$ cat src/rtl/fifo_1wmr_pkg.sv
// Shared scalar typedefs and helpers for the single-write, multi-read FIFO slice.
package fifo_1wmr_pkg;

  typedef logic        u1;
  typedef logic [31:0] u32;
  typedef logic [63:0] u64;

  // True when the set bits form a contiguous run starting at bit 0 (or none).
  function automatic u1 is_prefix_mask(input u32 m);
    return (m & (m + 32'd1)) == '0;
  endfunction

endpackage

$ cat src/rtl/fifo_1wmr_rotate.sv
// Barrel rotator: lane i of the output takes input lane (i + shift) mod RNUM.
module fifo_1wmr_rotate
  import fifo_1wmr_pkg::*;
#(
  parameter type         TYPE = u64,
  parameter int unsigned RNUM = 4
) (
  input  logic [$clog2(RNUM)-1:0] shift_i,
  input  TYPE                     lanes_i [RNUM],
  output TYPE                     lanes_o [RNUM]
);

  localparam int unsigned BW = $clog2(RNUM);

  logic [BW-1:0] idx;

  always_comb begin
    idx = '0;
    for (int unsigned i = 0; i < RNUM; i++) begin
      idx        = BW'(i) + shift_i;
      lanes_o[i] = lanes_i[idx];
    end
  end

endmodule

$ cat src/rtl/fifo_1wmr.sv
// Single-write, multi-read circular FIFO: one push per cycle, up to RNUM in-order pops
// per cycle from RNUM-way banked storage.
module fifo_1wmr
  import fifo_1wmr_pkg::*;
#(
  parameter int unsigned QLEN = 16,
  parameter type         TYPE = u64,
  parameter int unsigned RNUM = 4
) (
  input  logic            clk,
  input  logic            reset,
  input  logic            flush,
  input  logic            write_valid,
  input  TYPE             write,
  output logic            write_ready,
  output logic [RNUM-1:0] read_valid,
  output TYPE             read [RNUM],
  input  logic [RNUM-1:0] read_en
);

  localparam int unsigned ROWS = QLEN / RNUM;
  localparam int unsigned BW   = $clog2(RNUM);
  localparam int unsigned OW   = (ROWS > 1) ? $clog2(ROWS) : 1;
  localparam int unsigned PW   = $clog2(QLEN) + 1;

  localparam type ptr_t  = logic [PW-1:0];
  localparam type bank_t = logic [BW-1:0];
  localparam type off_t  = logic [OW-1:0];

  function automatic bank_t bank_of(input ptr_t p);
    return p[BW-1:0];
  endfunction

  function automatic off_t off_of(input ptr_t p);
    return (ROWS > 1) ? p[BW +: OW] : '0;
  endfunction

  ptr_t  head_q, head_d, tail_q, tail_d, count;
  u1     full, push;
  bank_t head_bank;
  off_t  head_off;
  off_t  rd_addr [RNUM];
  TYPE   bank_rd [RNUM];
  TYPE   mem_q   [RNUM][ROWS];

  assign count       = tail_q - head_q;
  assign full        = (head_q[PW-2:0] == tail_q[PW-2:0]) && (head_q[PW-1] != tail_q[PW-1]);
  assign write_ready = !full;
  assign push        = write_valid && write_ready;
  assign head_bank   = bank_of(head_q);
  assign head_off    = off_of(head_q);

  always_comb begin
    read_valid = '0;
    for (int unsigned i = 0; i < RNUM; i++) begin
      read_valid[i] = count > PW'(i);
    end
  end

  always_comb begin
    head_d = head_q + PW'($countones(read_en));
    tail_d = tail_q + PW'(push);
    if (reset || flush) begin
      head_d = '0;
      tail_d = '0;
    end
  end

  always_ff @(posedge clk) begin
    head_q <= head_d;
    tail_q <= tail_d;
  end

  always_ff @(posedge clk) begin
    if (push && !reset && !flush) begin
      mem_q[bank_of(tail_q)][off_of(tail_q)] <= write;
    end
  end

  // Banks below the head bank hold the entries that wrapped into the next row.
  always_comb begin
    for (int unsigned b = 0; b < RNUM; b++) begin
      rd_addr[b] = (ROWS > 1) ? head_off + off_t'(BW'(b) < head_bank) : '0;
      bank_rd[b] = mem_q[b][rd_addr[b]];
    end
  end

  fifo_1wmr_rotate #(
    .TYPE (TYPE),
    .RNUM (RNUM)
  ) u_rotate (
    .shift_i (head_bank),
    .lanes_i (bank_rd),
    .lanes_o (read)
  );

`ifndef SYNTHESIS
  always_ff @(posedge clk) begin
    if (!reset && !flush) begin
      assert (is_prefix_mask(32'(read_en)))
        else $error("read_en is not a prefix mask: %b", read_en);
      assert ((read_en & ~read_valid) == '0)
        else $error("read_en pops beyond read_valid: en=%b valid=%b", read_en, read_valid);
    end
  end
`endif

endmodule

$ cat config.mk
export PLATFORM = sky130hd
export DESIGN_NAME = fifo_1wmr
export DESIGN_NICKNAME = d
export VERILOG_FILES = /design/src/rtl/fifo_1wmr_pkg.sv /design/src/rtl/fifo_1wmr_rotate.sv /design/src/rtl/fifo_1wmr.sv
export SDC_FILE = /design/constraint.sdc
export NUM_CORES = 1
export LEC_CHECK = 0
export BUFFER_PORTS_ARGS = -buffer_cell sky130_fd_sc_hd__buf_2
export CAP_MARGIN = 30
export CORE_MARGIN = 10
export CORE_UTILIZATION = 40
export CTS_CLUSTER_DIAMETER = 120
export DETAILED_ROUTE_END_ITERATION = 8
export PLACE_DENSITY = 0.54
export SLEW_MARGIN = 20
export SYNTH_ARGS = -nofsm -noshare
export SYNTH_HDL_FRONTEND = slang
export SYNTH_SLANG_ARGS = --single-unit
$ cat constraint.sdc
create_clock -name clk -period 17 [get_ports clk]
set_input_delay 2.55 -clock clk [delete_from_list [all_inputs] [get_ports clk]]
set_output_delay 2.55 -clock clk [all_outputs]
set_load 0.01 [all_outputs]
==> run metrics, run 1 <==
total global-route track usage 0.2028; Util after Layout 0.4673; initial antenna violation count 7; Post-CTS Hold Buffers 0; via count 25.19k; setup TNS 0 ns; Clk pin slew, worst setup/hold paths 0.06 ns; worst setup margin 9.447 ns; Yosys top cell area share 0.7124; Max-Cap Viols 0; num ports 333; hold path start tail_q[4]; Final setup viols 0; dominant synthesized flop cell edfxtp_1; Syn Area/Cell 18.49 µm²; total wire length 125500 µm; final period utilization 0.4443; Worst R2R Start head_q[1]; drt drc 0; # nets final 2760; global-route wire length before repair 182800 µm; clock latency on the worst-skew pair 0.67 ns; layout cells sized above 1 0.3018; CP max-delay cell buf_4; Hold Path Class flop to flop; worst r2r dst mem_q[2][153]; ANT nets after route 0; Multi-input gate area 0.01150 mm²; DP HPWL 75640 µm; hold_ws 0.5613 ns; Pwr per Cell Area 120.9 mW/mm²; synth top area cells edfxtp_1 (71%), mux4_2 (13%), a22oi_1 (8.9%); critical-path maximum fanout 46; clk_skew 0.03140 ns; Commonest cells post-synth edfxtp_1 (1024), a22oi_1 (512), nand2_1 (261); H-tree Lvls 3; post-synthesis sequential area ratio 0.7170; critical-path cell list inv_1, ha_1, inv_1, ha_4, xor2_4, buf_4, mux4_2, a22oi_1, nand2_1, buf_2; most common cell in the netlist edfxtp_1; worst path bufs/invs 4; Post-Syn Nets 2422; vias in the first global route 26.49k; Rel. slew slack 0.3415; fill count 8984; run status finished, final reports clean; CTS tree yes; DP Area 0.04642 mm²; Pleak 16.52 nW; async set-reset flop share out of synthesis 0; Synth Area in Simple Gates 0.02948; CTS root buf clkbuf_16; Die ar. 0.1214 mm²; RSZ-0062 raised after global routing no; Final Hold Fails 0; crit-path leading delay family buffers and inverters; worst vdd ir 0.09515 mV; Pre-Repair DR Iteration Count 6; Compound-Gate Fraction of Synth Area 0.08986; Hold EP tail_q[4]; largest net degree at the start of global routing 75; adder-cell share of the synthesized area 0.005334; clk sinks 1034; reg2reg setup slack 12.63 ns; synthesized cell area 0.04316 mm²; largest family of logic cells by synthesized area multiplexers; Core Box Area 0.1071 mm²; post-CTS sizing 0; Rows 120; mux contribution to synthesized area 0.1338; final weighted congestion in routability-driven placement 0.7688; EDFF count, synth 1024; Data arrival, critical path 5.00 ns; Worst setup SP type flop; R2R cell count 8; GRT overflow 0; CP Data Required Time 14.45 ns; Final Max Slew Viols 0; Max clock buf depth 3; Non-Filler Instances 4167; f_max 132.4 MHz; Vias/cell 6.045; routed length per placed instance 30.11 µm; pre-CTS WS 10.11 ns; Worst Max-Slew Pin Slew 0.9877 ns; total power 6.048 mW; CTS Buf Count 107; Yosys reg bits 1034; fin area 0.05003 mm²; Synth Area in XOR/XNOR 0.003334; cell count after synthesis 2334; nature of the critical path endpoint output pin; CP most frequent cell inv_1; Initial Util 0.4032; post-CTS setup buffer count 0; drt initial violations 2633; warning count from the yosys run 0; die span in y 348.5 µm; Critical Path Max Stage Delay 0.86 ns; leading area contributor after synthesis edfxtp_1; hold depth 2; IO buf count 332; Reg area 0.03096 mm²; area growth from synthesis to layout 15.90%; Yosys cell types 33; dpl cells 3956; min Tclk post-route 7.553 ns; die width 348.5 µm; critical path type flop to output pin
final cells by class:
class | instances | share of cell area
Sequential cell | 1034 | 0.6188
Timing Repair Buffer | 399 | 0.04872
Clock inverter | 55 | 0.009454
Inverter | 12 | 0.0009004
Clock buffer | 142 | 0.05700
Tap cell | 1403 | 0.03509
Antenna cell | 4 | 0.0002001
Multi-Input combinational cell | 1118 | 0.2298
report_power, final:
| group | internal (mW) | switching [mW] |
|---|---|---|
| clock network | 1.28 | 0.942 |
| registers | 2.81 | 0.00858 |
| logic | 0.378 | 0.629 |
worst reg2reg max path: stages (launching register included):
cell	delay [ns]
dfxtp_1	0.75
inv_1	0.38
ha_1	0.41
nand4_1	0.07
or2_2	0.16
nand3_4	0.14
or3b_4	0.51
nor2_4	0.61
buf_4	0.89
sequential cells by signal (all words and copies together), names as in the netlist:
signal	count
mem_q	1024
head_q	5
tail_q	5
cell usage in the layout (no fill, tap or decap), types with 3 or more instances in the layout:
master	n
and2_1	3
dfxtp_1	8
a21oi_1	3
diode_2	4
xnor2_1	4
buf_2	332
clkinv_2	14
clkbuf_16	109
ha_1	9
nor2_4	14
buf_4	53
nand3_1	4
clkbuf_1	33
clkinvlp_4	4
inv_1	12
edfxtp_1	1024
nor3_2	6
xor2_4	3
a22oi_1	512
buf_16	13
nor2_1	11
mux4_2	256
o21ai_0	4
bufinv_16	7
xor2_1	3
fa_1	4
inv_6	4
nand2_1	261
ha_4	3
clkinv_1	23
cells by family (layout without fill, tap and decap cells):
| family | Yosys count | count (layout) |
|---|---|---|
| adders and majority gates | 16 | 16 |
| buffers and inverters | 182 | 608 |
| DFF | 1034 | 1034 |
| other | 0 | 4 |
| AOI/OAI and AO/OA | 519 | 519 |
| and+or+nand+nor | 316 | 316 |
| xor gates and xnor gates | 10 | 10 |
| muxes | 257 | 257 |
per-layer routing:
| metal | vias to the layer above | part of all wire | track usage |
|---|---|---|---|
| met3 | 180 | 0.063 | 0.03508 |
| met1 | 13460 | 0.41 | 0.2643 |
| met4 | 4 | 0.024 | 0.05891 |
| met5 | - | 0.00022 | 0 |
| li1 | 10520 | - | - |
| met2 | 1030 | 0.50 | 0.3467 |
how the worst max path moves through the flow:
| stage | slack (ns) | depth (start not counted) | end | from |
|---|---|---|---|---|
| floorplan | 7.32 | 3 | mem_q[1][192] | reset |
| global placement | 10.07 | 10 | read[3] | head_q[0] |
| detailed placement | 10.11 | 10 | read[3] | head_q[0] |
| CTS | 9.38 | 10 | read[191] | head_q[0] |
| global route | 9.21 | 10 | read[185] | head_q[0] |
| finish | 9.45 | 10 | read[63] | head_q[0] |
No activity file was read; power rests on OpenSTA's default activity.
==> run 2, diff against run 1 <==
Settings changed: ABC_AREA set to 1, PLACE_DENSITY 0.54 to 0.56.
Clock period 17 ns to 6.4 ns, I/O delays scaled along.
==> run metrics, run 2 <==
run status finished, final reports clean (unchanged); min Tclk post-route 5.531 ns; DP HPWL 87250 µm (was 75640 µm); drt drc 0 (unchanged); largest net degree at the start of global routing 189 (was 75); CP max-delay cell dfxtp_4 (was buf_4); Die ar. 0.1307 mm² (was 0.1214 mm²); via count 35.33k (was 25.19k); sw frac 0.2911 (was 0.2611); Worst Max-Slew Pin Slew 1.099 ns (was 0.9877 ns); drt initial violations 3048 (was 2633); routed length per placed instance 22.29 µm (was 30.11 µm); initial antenna violation count 8 (was 7); synth top area cells edfxtp_1 (66%), nand2_1 (18%), nand3_1 (11%) (was edfxtp_1 (71%), mux4_2 (13%), a22oi_1 (8.9%)); most common cell in the netlist nand2_1 (was edfxtp_1); clk sinks 1034 (unchanged); internal power 12.02 mW (was 4.469 mW); Yosys top cell area share 0.6590 (was 0.7124); Pre-Repair DR Iteration Count 7 (was 6); Pwr per Cell Area 318.4 mW/mm² (was 120.9 mW/mm²); CP Data Required Time 5.44 ns (was 14.45 ns); Pleak 21.45 nW (was 16.52 nW); Hold Path Class flop to flop (unchanged); Clock Power Share 0.363 (was 0.368); vias in the first global route 33.43k (was 26.49k); leading area contributor after synthesis edfxtp_1 (unchanged); Worst setup SP type flop (unchanged); combinational power share 0.195 (was 0.167); dominant synthesized flop cell edfxtp_1 (unchanged); Top reg by flops mem_q (unchanged); Final Max Slew Viols 0 (unchanged); Final Hold Fails 0 (unchanged); Core Box Area 0.1160 mm² (was 0.1071 mm²); Yosys cell types 26 (was 33); ANT nets after route 0 (unchanged); CTS Buf Count 107 (unchanged); clock latency on the worst-skew pair 0.68 ns (was 0.67 ns); CTS root buf clkbuf_16 (unchanged); die width 361.5 µm (was 348.5 µm); Vias/cell 5.383 (was 6.045); global-route wire length before repair 215400 µm (was 182800 µm); setup TNS 0 ns (unchanged); # nets final 5038 (was 2760); total global-route track usage 0.2162 (was 0.2028); P_sw 4.934 mW (was 1.579 mW); Post-Syn Nets 4806 (was 2422); Clk pin slew, worst setup/hold paths 0.06 ns (about the same); nature of the critical path endpoint output pin (unchanged); final weighted congestion in routability-driven placement 0.8159 (was 0.7688); Reg power frac 0.441 (was 0.466); RSZ-0062 raised after global routing no (unchanged); EDFF count, synth 1024 (unchanged); leading cell type in the layout, fill and taps excluded nand2_1 (was edfxtp_1); total power 16.95 mW (was 6.048 mW); critical-path cell list buf_4, ha_4, inv_4, buf_4, nand2_1, nand2_1, nand2_1, nand3_1, nand3_1, nand2_1, buf_2 (was inv_1, ha_1, inv_1, ha_4, xor2_4, buf_4, mux4_2, a22oi_1, nand2_1, buf_2); cell count after synthesis 4718 (was 2334); most frequent cells in the layout nand2_1 (2275), nand3_1 (1028), edfxtp_1 (1024) (was edfxtp_1 (1024), a22oi_1 (512), buf_2 (332)); Rows 125 (was 120); num ports 333 (unchanged); Final setup viols 0 (unchanged); Commonest cells post-synth nand2_1 (2275), nand3_1 (1028), edfxtp_1 (1024) (was edfxtp_1 (1024), a22oi_1 (512), nand2_1 (261)); Yosys reg bits 1034 (unchanged); Data arrival, critical path 4.57 ns (was 5.00 ns); area growth from synthesis to layout 14.10% (was 15.90%); post-synthesis sequential area ratio 0.6633 (was 0.7170); warning count from the yosys run 0 (unchanged); clk_skew 0.02032 ns (was 0.03140 ns); IO buf count 332 (unchanged); pre-CTS WS 1.541 ns (was 10.11 ns); CTS tree yes (unchanged); Syn Area/Cell 9.890 µm² (was 18.49 µm²); worst vdd ir 0.1950 mV (was 0.09515 mV); worst setup margin 0.8692 ns (was 9.447 ns); critical path type flop to output pin (unchanged); H-tree Lvls 3 (unchanged); Max-Cap Viols 0 (unchanged); Top Registers mem_q (1024), head_q (5), tail_q (5) (unchanged); Initial Util 0.4021 (was 0.4032); Max clock buf depth 3 (unchanged); post-CTS setup buffer count 0 (unchanged); die span in y 361.5 µm (was 348.5 µm); post-CTS sizing 0 (unchanged); final period utilization 0.8642; Post-CTS Hold Buffers 0 (unchanged); async set-reset flop share out of synthesis 0 (unchanged); Rel. slew slack 0.2674 (was 0.3415); synthesized cell area 0.04666 mm² (was 0.04316 mm²); critical-path maximum fanout 63 (was 46); CP most frequent cell nand2_1 (was inv_1); Critical Path Max Stage Delay 0.87 ns (was 0.86 ns); f_max 180.8 MHz; GRT overflow 0 (unchanged); total wire length 146300 µm (was 125500 µm); max reg flops 1024 (unchanged); layout cells sized above 1 0.1171 (was 0.3018)
-- run 2: per-layer routing --
layer	track usage	vias to the layer above	share of wire
met5	0	-	0.00038
met4	0.08048	8	0.034
met3	0.04420	296	0.074
met2	0.3522	1275	0.47
met1	0.2835	17170	0.42
li1	-	16580	-
-- run 2: path summary, 6_finish.rpt --
check,startpoint,slack [ns],to,depth (start not counted)
worst max-delay path,head_q[2],0.87,read[150],11
worst min-delay path,head_q[4],0.49,head_q[4],2
worst max register to register,head_q[2],1.73,mem_q[0][47],9
worst min register to register,head_q[4],0.49,head_q[4],2
-- run 2: logic make-up after synthesis --
group,after synthesis,share of synthesized area
xor+xnor,2,0.0003755
flops,1034,0.6633
simple gates,3351,0.2981
compound gates,11,0.001233
fa+ha+maj,16,0.004934
buf+inv,304,0.03207
-- run 2: power groups by stage --
stage | Combinational (mW) | Clock, mW | Sequential (mW)
after floorplan | 1.95 | 0 | 7.61
after global placement | 3.28 | 0 | 7.63
after detailed placement | 3.31 | 0 | 7.63
after CTS | 3.32 | 6.27 | 7.48
after global routing | 3.65 | 6.53 | 7.48
final | 3.31 | 6.16 | 7.48
-- run 2: worst max-delay path: cells and delay by family, from the launching register on --
kind          cells  cell delay [ns]
fa+ha+maj         1             0.42
buf+inv           4             1.76
flops             1             0.87
simple gates      6             0.71
-- run 2: cell type report --
cell class	instances	area, µm²
Fill cell	10830	62810
Sequential cell	1034	30960
Multi-Input combinational cell	3380	14430
Clock buffer	134	2821
Timing Repair Buffer	399	2375
Tap cell	1524	1907
Clock inverter	62	603.1
Inverter	28	132.6
Antenna cell	2	5.005
-- run 2: metrics by stage --
step	hold slack (ns)	area, µm²	util	cells
after global routing	0.5176	53240	0.4588	6562
after global placement	0.4701	49630	0.4277	6358
after floorplan	0.4586	46660	-	4718
final	0.4946	53240	0.4588	6563
after CTS	0.4967	53160	0.4581	6558
after detailed placement	0.4882	49740	0.4286	6362
